===== config.mk =====
export PLATFORM = sky130hd
export DESIGN_NAME = instruction_fetch
export DESIGN_NICKNAME = d
export VERILOG_FILES = /design/src/rtl/instruction_fetch_pkg.sv /design/src/rtl/instruction_fetch_pc_register.sv /design/src/rtl/instruction_fetch.sv
export SDC_FILE = /design/constraint.sdc
export NUM_CORES = 1
export LEC_CHECK = 0
export CORE_MARGIN = 2
export CORE_UTILIZATION = 44
export DETAILED_ROUTE_END_ITERATION = 10
export MAX_ROUTING_LAYER = met4
export PLACE_DENSITY = 0.79
export SLEW_MARGIN = 0
export SYNTH_ARGS = -nofsm -noshare
export SYNTH_HDL_FRONTEND = slang
export SYNTH_SLANG_ARGS = --single-unit

===== constraint.sdc =====
create_clock -name Clock -period 1.88 [get_ports Clock]
set_input_delay 0.282 -clock Clock [delete_from_list [all_inputs] [get_ports Clock]]
set_output_delay 0.282 -clock Clock [all_outputs]
set_load 0.05 [all_outputs]

===== src/rtl/instruction_fetch_pkg.sv =====
// Shared definitions for the fetch stage: datapath widths, opcode map and
// instruction field helpers.
package instruction_fetch_pkg;

  localparam int unsigned AddrWidth   = 16;
  localparam int unsigned InstrWidth  = 28;
  localparam int unsigned OpcodeWidth = 4;

  // Instruction layout: [27:24] opcode, [23:16] short operand (JMP target), [15:0] rest
  localparam int unsigned OpcodeLsb   = InstrWidth - OpcodeWidth;
  localparam int unsigned JmpTgtWidth = 8;
  localparam int unsigned JmpTgtLsb   = OpcodeLsb - JmpTgtWidth;

  typedef enum logic [OpcodeWidth-1:0] {
    OpNop   = 4'h0,
    OpAdd   = 4'h1,
    OpSub   = 4'h2,
    OpAnd   = 4'h3,
    OpOr    = 4'h4,
    OpLoad  = 4'h5,
    OpStore = 4'h6,
    OpBle   = 4'h7,
    OpJmp   = 4'h8
  } opcode_e;

  function automatic logic [OpcodeWidth-1:0] get_opcode(input logic [InstrWidth-1:0] instr);
    return instr[InstrWidth-1:OpcodeLsb];
  endfunction

  function automatic logic [AddrWidth-1:0] get_jmp_target(input logic [InstrWidth-1:0] instr);
    return {{(AddrWidth - JmpTgtWidth){1'b0}}, instr[OpcodeLsb-1:JmpTgtLsb]};
  endfunction

endpackage


===== src/rtl/instruction_fetch_pc_register.sv =====
// Program counter register: parallel load takes priority over increment,
// increment wraps silently at the top of the address space.
module instruction_fetch_pc_register #(
  parameter int unsigned Width = 16
) (
  input  logic             i_clk,
  input  logic             i_rst_n,
  input  logic             i_load,
  input  logic [Width-1:0] i_load_value,
  input  logic             i_incr,
  output logic [Width-1:0] o_pc
);

  logic [Width-1:0] r_pc;

  // PC update: load wins over increment, otherwise hold
  always_ff @(posedge i_clk or negedge i_rst_n) begin
    if (!i_rst_n) begin
      r_pc <= '0;
    end else if (i_load) begin
      r_pc <= i_load_value;
    end else if (i_incr) begin
      r_pc <= r_pc + Width'(1);
    end
  end

  assign o_pc = r_pc;

endmodule


===== src/rtl/instruction_fetch.sv =====
// Instruction fetch stage: drives the PC to an asynchronous ROM, registers the
// returned instruction for decode, consumes JMPs internally and honours
// stall, halt and execute-stage redirects.
module instruction_fetch
  import instruction_fetch_pkg::*;
(
  input  logic                  Clock,
  input  logic                  Reset,
  output logic [AddrWidth-1:0]  oRomAddress,
  input  logic [InstrWidth-1:0] iRomInstruction,
  output logic [InstrWidth-1:0] oInstruction,
  output logic [AddrWidth-1:0]  oInstructionPC,
  output logic                  oValid,
  input  logic                  iReady,
  input  logic                  iRedirect,
  input  logic [AddrWidth-1:0]  iRedirectTarget,
  input  logic                  iHalt
);

  typedef enum logic [1:0] {
    StBoot   = 2'd0,
    StRun    = 2'd1,
    StHalted = 2'd2
  } state_e;

  state_e r_state, w_state_next;

  logic [AddrWidth-1:0]  w_pc;
  logic                  w_pc_load;
  logic [AddrWidth-1:0]  w_pc_load_value;
  logic                  w_pc_incr;
  logic                  w_redirect;
  logic                  w_fetch;
  logic                  w_is_jmp;

  logic [InstrWidth-1:0] r_instr, w_instr_next;
  logic [AddrWidth-1:0]  r_instr_pc, w_instr_pc_next;
  logic                  r_valid, w_valid_next;

  instruction_fetch_pc_register #(
    .Width(AddrWidth)
  ) u_pc_register (
    .i_clk       (Clock),
    .i_rst_n     (Reset),
    .i_load      (w_pc_load),
    .i_load_value(w_pc_load_value),
    .i_incr      (w_pc_incr),
    .o_pc        (w_pc)
  );

  assign oRomAddress = w_pc;

  // State register
  always_ff @(posedge Clock or negedge Reset) begin
    if (!Reset) begin
      r_state <= StBoot;
    end else begin
      r_state <= w_state_next;
    end
  end

  // Next state: one boot cycle, then halt toggles between run and halted
  always_comb begin
    w_state_next = r_state;
    unique case (r_state)
      StBoot:   w_state_next = StRun;
      StRun:    if (iHalt) w_state_next = StHalted;
      StHalted: if (!iHalt) w_state_next = StRun;
      default:  w_state_next = StBoot;
    endcase
  end

  // Redirects are dropped while booting; a fetch also needs the output slot free
  assign w_redirect = iRedirect && (r_state != StBoot);
  assign w_fetch    = (r_state == StRun) && !iHalt && !iRedirect && (!r_valid || iReady);
  assign w_is_jmp   = (get_opcode(iRomInstruction) == OpJmp);

  // Datapath next-state: redirect beats fetch; JMPs retarget the PC and leave a bubble
  always_comb begin
    w_pc_load       = 1'b0;
    w_pc_load_value = w_pc;
    w_pc_incr       = 1'b0;
    w_instr_next    = r_instr;
    w_instr_pc_next = r_instr_pc;
    w_valid_next    = r_valid;
    if (w_redirect) begin
      w_pc_load       = 1'b1;
      w_pc_load_value = iRedirectTarget;
      w_valid_next    = 1'b0;
    end else if (w_fetch) begin
      if (w_is_jmp) begin
        w_pc_load       = 1'b1;
        w_pc_load_value = get_jmp_target(iRomInstruction);
        w_valid_next    = 1'b0;
      end else begin
        w_pc_incr       = 1'b1;
        w_instr_next    = iRomInstruction;
        w_instr_pc_next = w_pc;
        w_valid_next    = 1'b1;
      end
    end
  end

  // Output register presented to decode
  always_ff @(posedge Clock or negedge Reset) begin
    if (!Reset) begin
      r_instr    <= '0;
      r_instr_pc <= '0;
      r_valid    <= 1'b0;
    end else begin
      r_instr    <= w_instr_next;
      r_instr_pc <= w_instr_pc_next;
      r_valid    <= w_valid_next;
    end
  end

  assign oInstruction   = r_instr;
  assign oInstructionPC = r_instr_pc;
  assign oValid         = r_valid;

endmodule


======== After elaboration in Yosys (flattened, before gate mapping) ========
Index checks and enable logic that the tools add are counted.
word-level totals
  memories ................................ 0
  latch bits .............................. 0
  memory bits (writable) .................. 0
  word-level logic and storage cells ...... 46
  memory bits (read-only) ................. 0
  bits in registers ....................... 63
  bits of input ports ..................... 49
operators by class
  bitwise gates (word level) .............. 2
  shift-type cells ........................ 0
  muxes and demuxes ....................... 16
  order comparisons ....................... 0
  equality and inequality tests ........... 7
  divide/modulo/power cells ............... 0
  reductions and logical operators ........ 15
  multiply operators ...................... 0
  add/sub/neg operators ................... 1
operators by type and width
  operator                                       count
  2-to-1 mux 16 bit                              5
  adder 16 x 1 -> 16 bit, second input constant  1
  2-to-1 mux 1 bit                               8
  inequality test 3 bit, second input constant   2
  case mux 2 bit (3 select lines)                1
  AND reduction 3 bit                            2
  nonzero test 2 bit                             3
  == test 4 bit, second input constant           1
  logical AND 1 bit                              4
  2-to-1 mux 2 bit                               2
  inequality test 2 bit, second input constant   2
  zero test 1 bit                                3
  == test 2 x 1 -> 1 bit, second input constant  1
  == test 2 bit, second input constant           1
  zero test 2 bit                                1
  NOT 1 bit                                      2
  AND reduction 2 bit                            1
  logical OR 1 bit                               1

======== Longest topological paths before layout ========
  depth in word-level cells ............... 8
  gate-level depth with buffers ........... 6
  mapped depth without buffers ............ 5

======== Modules after synthesis ========
From an unflattened synthesis, not the netlist that was laid out.
unflattened totals
  cell total of the unflattened synthesis .. 275
  area total of the unflattened synthesis .. 3264.4 sq um
modules (own cells, without submodules)
  module                         cells an instance  times used  area an instance (sq um)  seq. area each (sq um)
  instruction_fetch              176                1           2321.0                    1176.1
  instruction_fetch_pc_register  99                 1           943.4                     400.4

======== Worst setup path after synthesis ========
OpenSTA, ideal clock, no wires.
  path kind ............................... reg2reg
  start ................................... reg r_valid (netlist: oValid)
  end ..................................... reg u_pc_register.r_pc[2] (netlist: u_pc_register.o_pc[2])
  arrival time ............................ 1.871 ns
  stages on the path, launching flop included .. 6
  slack ................................... -0.115 ns
  data required time ...................... 1.756 ns
  period minus slack after synthesis ...... 1.995 ns
  cells stage by stage .................... dfrtp_1 or2b_1 and3_1 buf_6 a311o_1 a211o_1
on the way
  word-level cells in the longest chain between the ends .. 7
  elaborated cells between the ends (all ways) .. 12
  those cells by class .................... eq/ne (2); mux (5); reduce/logical (5)
ends and longest elaborated chain
  what                                                                   RTL line                             text
  from (decl)                                                            instruction_fetch.sv:38              logic r_valid, w_valid_next;
  from (signal assigned)                                                 instruction_fetch.sv:113             r_valid <= w_valid_next;
  zero test 1 bit *                                                      instruction_fetch.sv:75              assign w_fetch = (r_state == StRun) && !iHalt && !iRedirect && (!r_valid || iReady);
  logical OR 1 bit *                                                     instruction_fetch.sv:75
  logical AND 1 bit *                                                    instruction_fetch.sv:75
  2-to-1 mux 1 bit                                                       instruction_fetch.sv:90              end else if (w_fetch) begin
  2-to-1 mux 1 bit                                                       instruction_fetch.sv:86              if (w_redirect) begin
  inequality test 3 bit (no line) or nonzero test 2 bit (tied branches)  -
  AND reduction 3 bit (no line)                                          -
  to (signal assigned)                                                   instruction_fetch_pc_register.sv:21  r_pc <= i_load_value;
  to (signal assigned)                                                   instruction_fetch_pc_register.sv:23  r_pc <= r_pc + Width'(1);
  to (decl)                                                              instruction_fetch_pc_register.sv:14  logic [Width-1:0] r_pc;
Every way passes the cells marked *; elsewhere a longest branch is shown, timed or not.
A chain may end at the register's enable or synchronous reset.

======== Final worst setup path ========
  start ................................... reg r_instr_pc[10] (netlist: oInstructionPC[10])
  end ..................................... out oInstructionPC[10]
RTL lines
  what                    RTL line                  text
  from (decl)             instruction_fetch.sv:37   logic [AddrWidth-1:0] r_instr_pc, w_instr_pc_next;
  from (signal assigned)  instruction_fetch.sv:112  r_instr_pc <= w_instr_pc_next;
  to (decl)               instruction_fetch.sv:12   output logic [AddrWidth-1:0] oInstructionPC,
No word-level cell between the ends.

==> impl_metrics.py <==
metrics = {
    "floorplanning": {
        "die_w_um": 86.39,
        "initial_core_util_pct": 44.70,
        "fp.dieH_um": 86.39,
        "num_io_pins": 110,
        "coreArea_um2": 6681,
        "fp-row-count": 30,
        "die_area_um2": 7462,
    },
    "drt": {
        "avgRoutedWirePerCell_um": 17.06,
        "viasPerCell": 5.515,
        "drc": 0,
        "drt-total-wl_um": 8188,
        "via_count": 2647,
        "ant_nets": 0,
        "drt_iter0_drc": 146,
        "drtPass1Iterations": 4,
    },
    "setup_path": {
        "crit_family": "buffers and inverters",
        "r2r_end": "u_pc_register.o_pc[2]",
        "setup.worst_path.end_class": "output pin",
        "slowest_delay_ps": 810,
        "required_ps": 1600,
        "reg2regPathDepth": 6,
        "cp_slowest_cell": "clkdlybuf4s50_1",
        "critPathKind": "reg2out",
        "arrival_ps": 1510,
        "critical_path.startpoint_type": "flip-flop",
        "reg2reg_from": "r_state[1]",
        "crit_path_cell_trace": "clkdlybuf4s50_1",
        "r2r_setup_slack_ps": 150,
        "path_max_fanout": 2,
        "critPathBufInv": 1,
    },
    "layout": {
        "drive_gt1_share_pct": 28.00,
        "n_antenna_cell": 0,
        "nNetsFinal": 445,
        "num-fill-cells": 530,
        "syn_to_final_growth_pct": 53.16,
        "final_cells": 480,
        "design_area_um2": 4574,
    },
    "logic_synthesis": {
        "synth_common_cells": "63 x dfrtp_1, 37 x mux2_2, 21 x nand2_1",
        "ys_seq_area_share_pct": 52.79,
        "synth.area.top_cells": "dfrtp_1 53%, mux2_2 14%, nand2_1 2.6%",
        "synth_flop_cell": "dfrtp_1",
        "post-synth-top-count-cell": "dfrtp_1",
        "synth_nets": 304,
        "syn-cell-area_um2": 2987,
        "async_reset_ff_share_pct": 100.0,
        "syn_area_per_cell_um2": 11.76,
        "ys_warn_count": 0,
        "synth_top_cell_area_share_pct": 52.79,
        "synth-seq-cells": 63,
        "yosysTopAreaCell": "dfrtp_1",
        "synth_edf_count": 0,
        "syn-instance-count": 254,
        "netlist-cell-type-count": 52,
    },
    "timing": {
        "final.period_utilization_pct": 95.30,
        "worst-slew-pin-transition_ps": 517.2,
        "setup_viol": 0,
        "hold_viol": 0,
        "period_minus_slack_ps": 1792,
        "relSlewSlack_pct": 65.42,
        "holdWs_ps": 419.9,
        "setup_tns_ps": 0,
        "slew_violations": 0,
        "grt_setup_unrepaired": "no",
        "fmax_mhz": 558.1,
        "fin_worst_skew_ps": 5.517,
    },
    "clock_network": {
        "clock-sinks": 63,
        "clk_path_buf_depth": 2,
        "path_clk_slew_ps": 70,
        "clock_latency_ps": 340,
        "htreeDepth": 3,
        "cts_inserted_buffers": 9,
        "cts-root-buf": "clkbuf_8",
        "cts_tree": "done",
        "cts_setup_buffers": 0,
    },
    "place": {
        "hpwl_um": 6146,
        "postPlaceCellArea_um2": 4362,
        "post-place-cells": 463,
        "gp_congestion": 0.9011,
        "port_buffers": 109,
    },
    "pwr": {
        "total_power_mw": 9.345,
        "pwr_density_cell_nw_per_um2": 2043,
        "ir_worst_vdd_uv": 1178,
        "leakage_nw": 1.957,
    },
    "global_routing": {
        "grt_pass1_vias": 2744,
        "grt_usage_pct": 23.93,
        "grt_max_degree": 28,
        "grt_remaining_overflow": 0,
        "grt_first_pass_wirelength_um": 13350,
        "antenna_found_initial": 0,
    },
    "job": {
        "maxCapViolCount": 0,
    },
    "status": {
        "outcome": "complete, no violations",
    },
    "min_path": {
        "hold_path.class": "in2async",
    },
}
through the flow:
stage               util, %  setup slack (ps)
floorplan                 -             11.41
global placement      65.28            -192.3
detailed placement    65.28            -224.3
CTS                   68.26             18.21
global route          68.46             31.71
finish                68.46             88.29
power by group:
| group | leakage (nW) | switching, mW | total (mW) | internal (mW) |
|---|---|---|---|---|
| Combinational | 1.12 | 3.54 | 5.65 | 2.11 |
| Clock | 0.100 | 0.510 | 1.15 | 0.643 |
| Sequential | 0.741 | 0.504 | 2.54 | 2.04 |
| Total | 1.96 | 4.56 | 9.35 | 4.79 |
registers in the layout, summed over array words and instances, names as in the netlist:
register	count
oInstruction	28
oInstructionPC	16
oValid	1
r_state	2
u_pc_register.o_pc	16
final cells by class:
| class | count | area (um^2) | area share [%] |
|---|---|---|---|
| sequential | 63 | 1580 | 34.55 |
| timing repair buffer | 146 | 1383 | 30.22 |
| multi-input combinational | 172 | 1310 | 28.64 |
| clock buffer | 12 | 145.1 | 3.173 |
| tap | 80 | 100.1 | 2.188 |
| clock inverter | 4 | 45.04 | 0.9847 |
| inverter | 3 | 11.26 | 0.2462 |
cells in the final DEF, fill, tap and decap left out, drive strengths merged, types with 2 or more instances in the layout:
master and instances:
or4 2, o211ai 3, a31oi 3, and3 3, clkdlybuf4s50 92, nor2 12
o21ai 9, o22a 2, or3 6, nand3 13, nor4b 2, o31ai 3
nand2 21, mux2 39, dfrtp 63, clkbuf 12, a21o 3, a2bb2oi 4
buf 51, a22oi 2, inv 3, nand4 5, and4 3, nor4 2
nor3 4, a211o 3, clkinv 3, a22o 2, a211oi 6, and2 2
worst max path at each step:
stage / from / endpoint / slack, ps / cells past startpoint
after floorplan: oValid / u_pc_register.o_pc[2] / 10 / 5
after global placement: iRomInstruction[25] / u_pc_register.o_pc[5] / -190 / 6
after detailed placement: iRomInstruction[24] / oInstruction[9] / -220 / 5
after CTS: u_pc_register.o_pc[15] / oRomAddress[15] / 20 / 1
after global routing: oInstruction[22] / oInstruction[22] / 30 / 1
final: oInstructionPC[10] / oInstructionPC[10] / 90 / 1
layer usage:
layer	vias up	track usage (%)	wire length, um
met3	12	6.667	605
met1	1273	29.31	3437
met4	0	7.386	140
met5	-	-	0
li1	1239	-	-
met2	123	38.67	4004
timing repair:
item,in CTS,in global routing
gates resized for setup,1,4
hold buffers,1,0
hold endpoints to repair,16,0
endpoints found under the setup margin,1,4
cells by family after synthesis:
group | synth area share [%]
muxes | 15.04
AOI/OAI and AO/OA | 12.74
adders and majority gates | 0.4189
buffers and inverters | 3.728
DFF | 52.79
and+or+nand+nor | 15.00
xor gates and xnor gates | 0.2933
No activity file was read; power rests on OpenSTA's default activity.
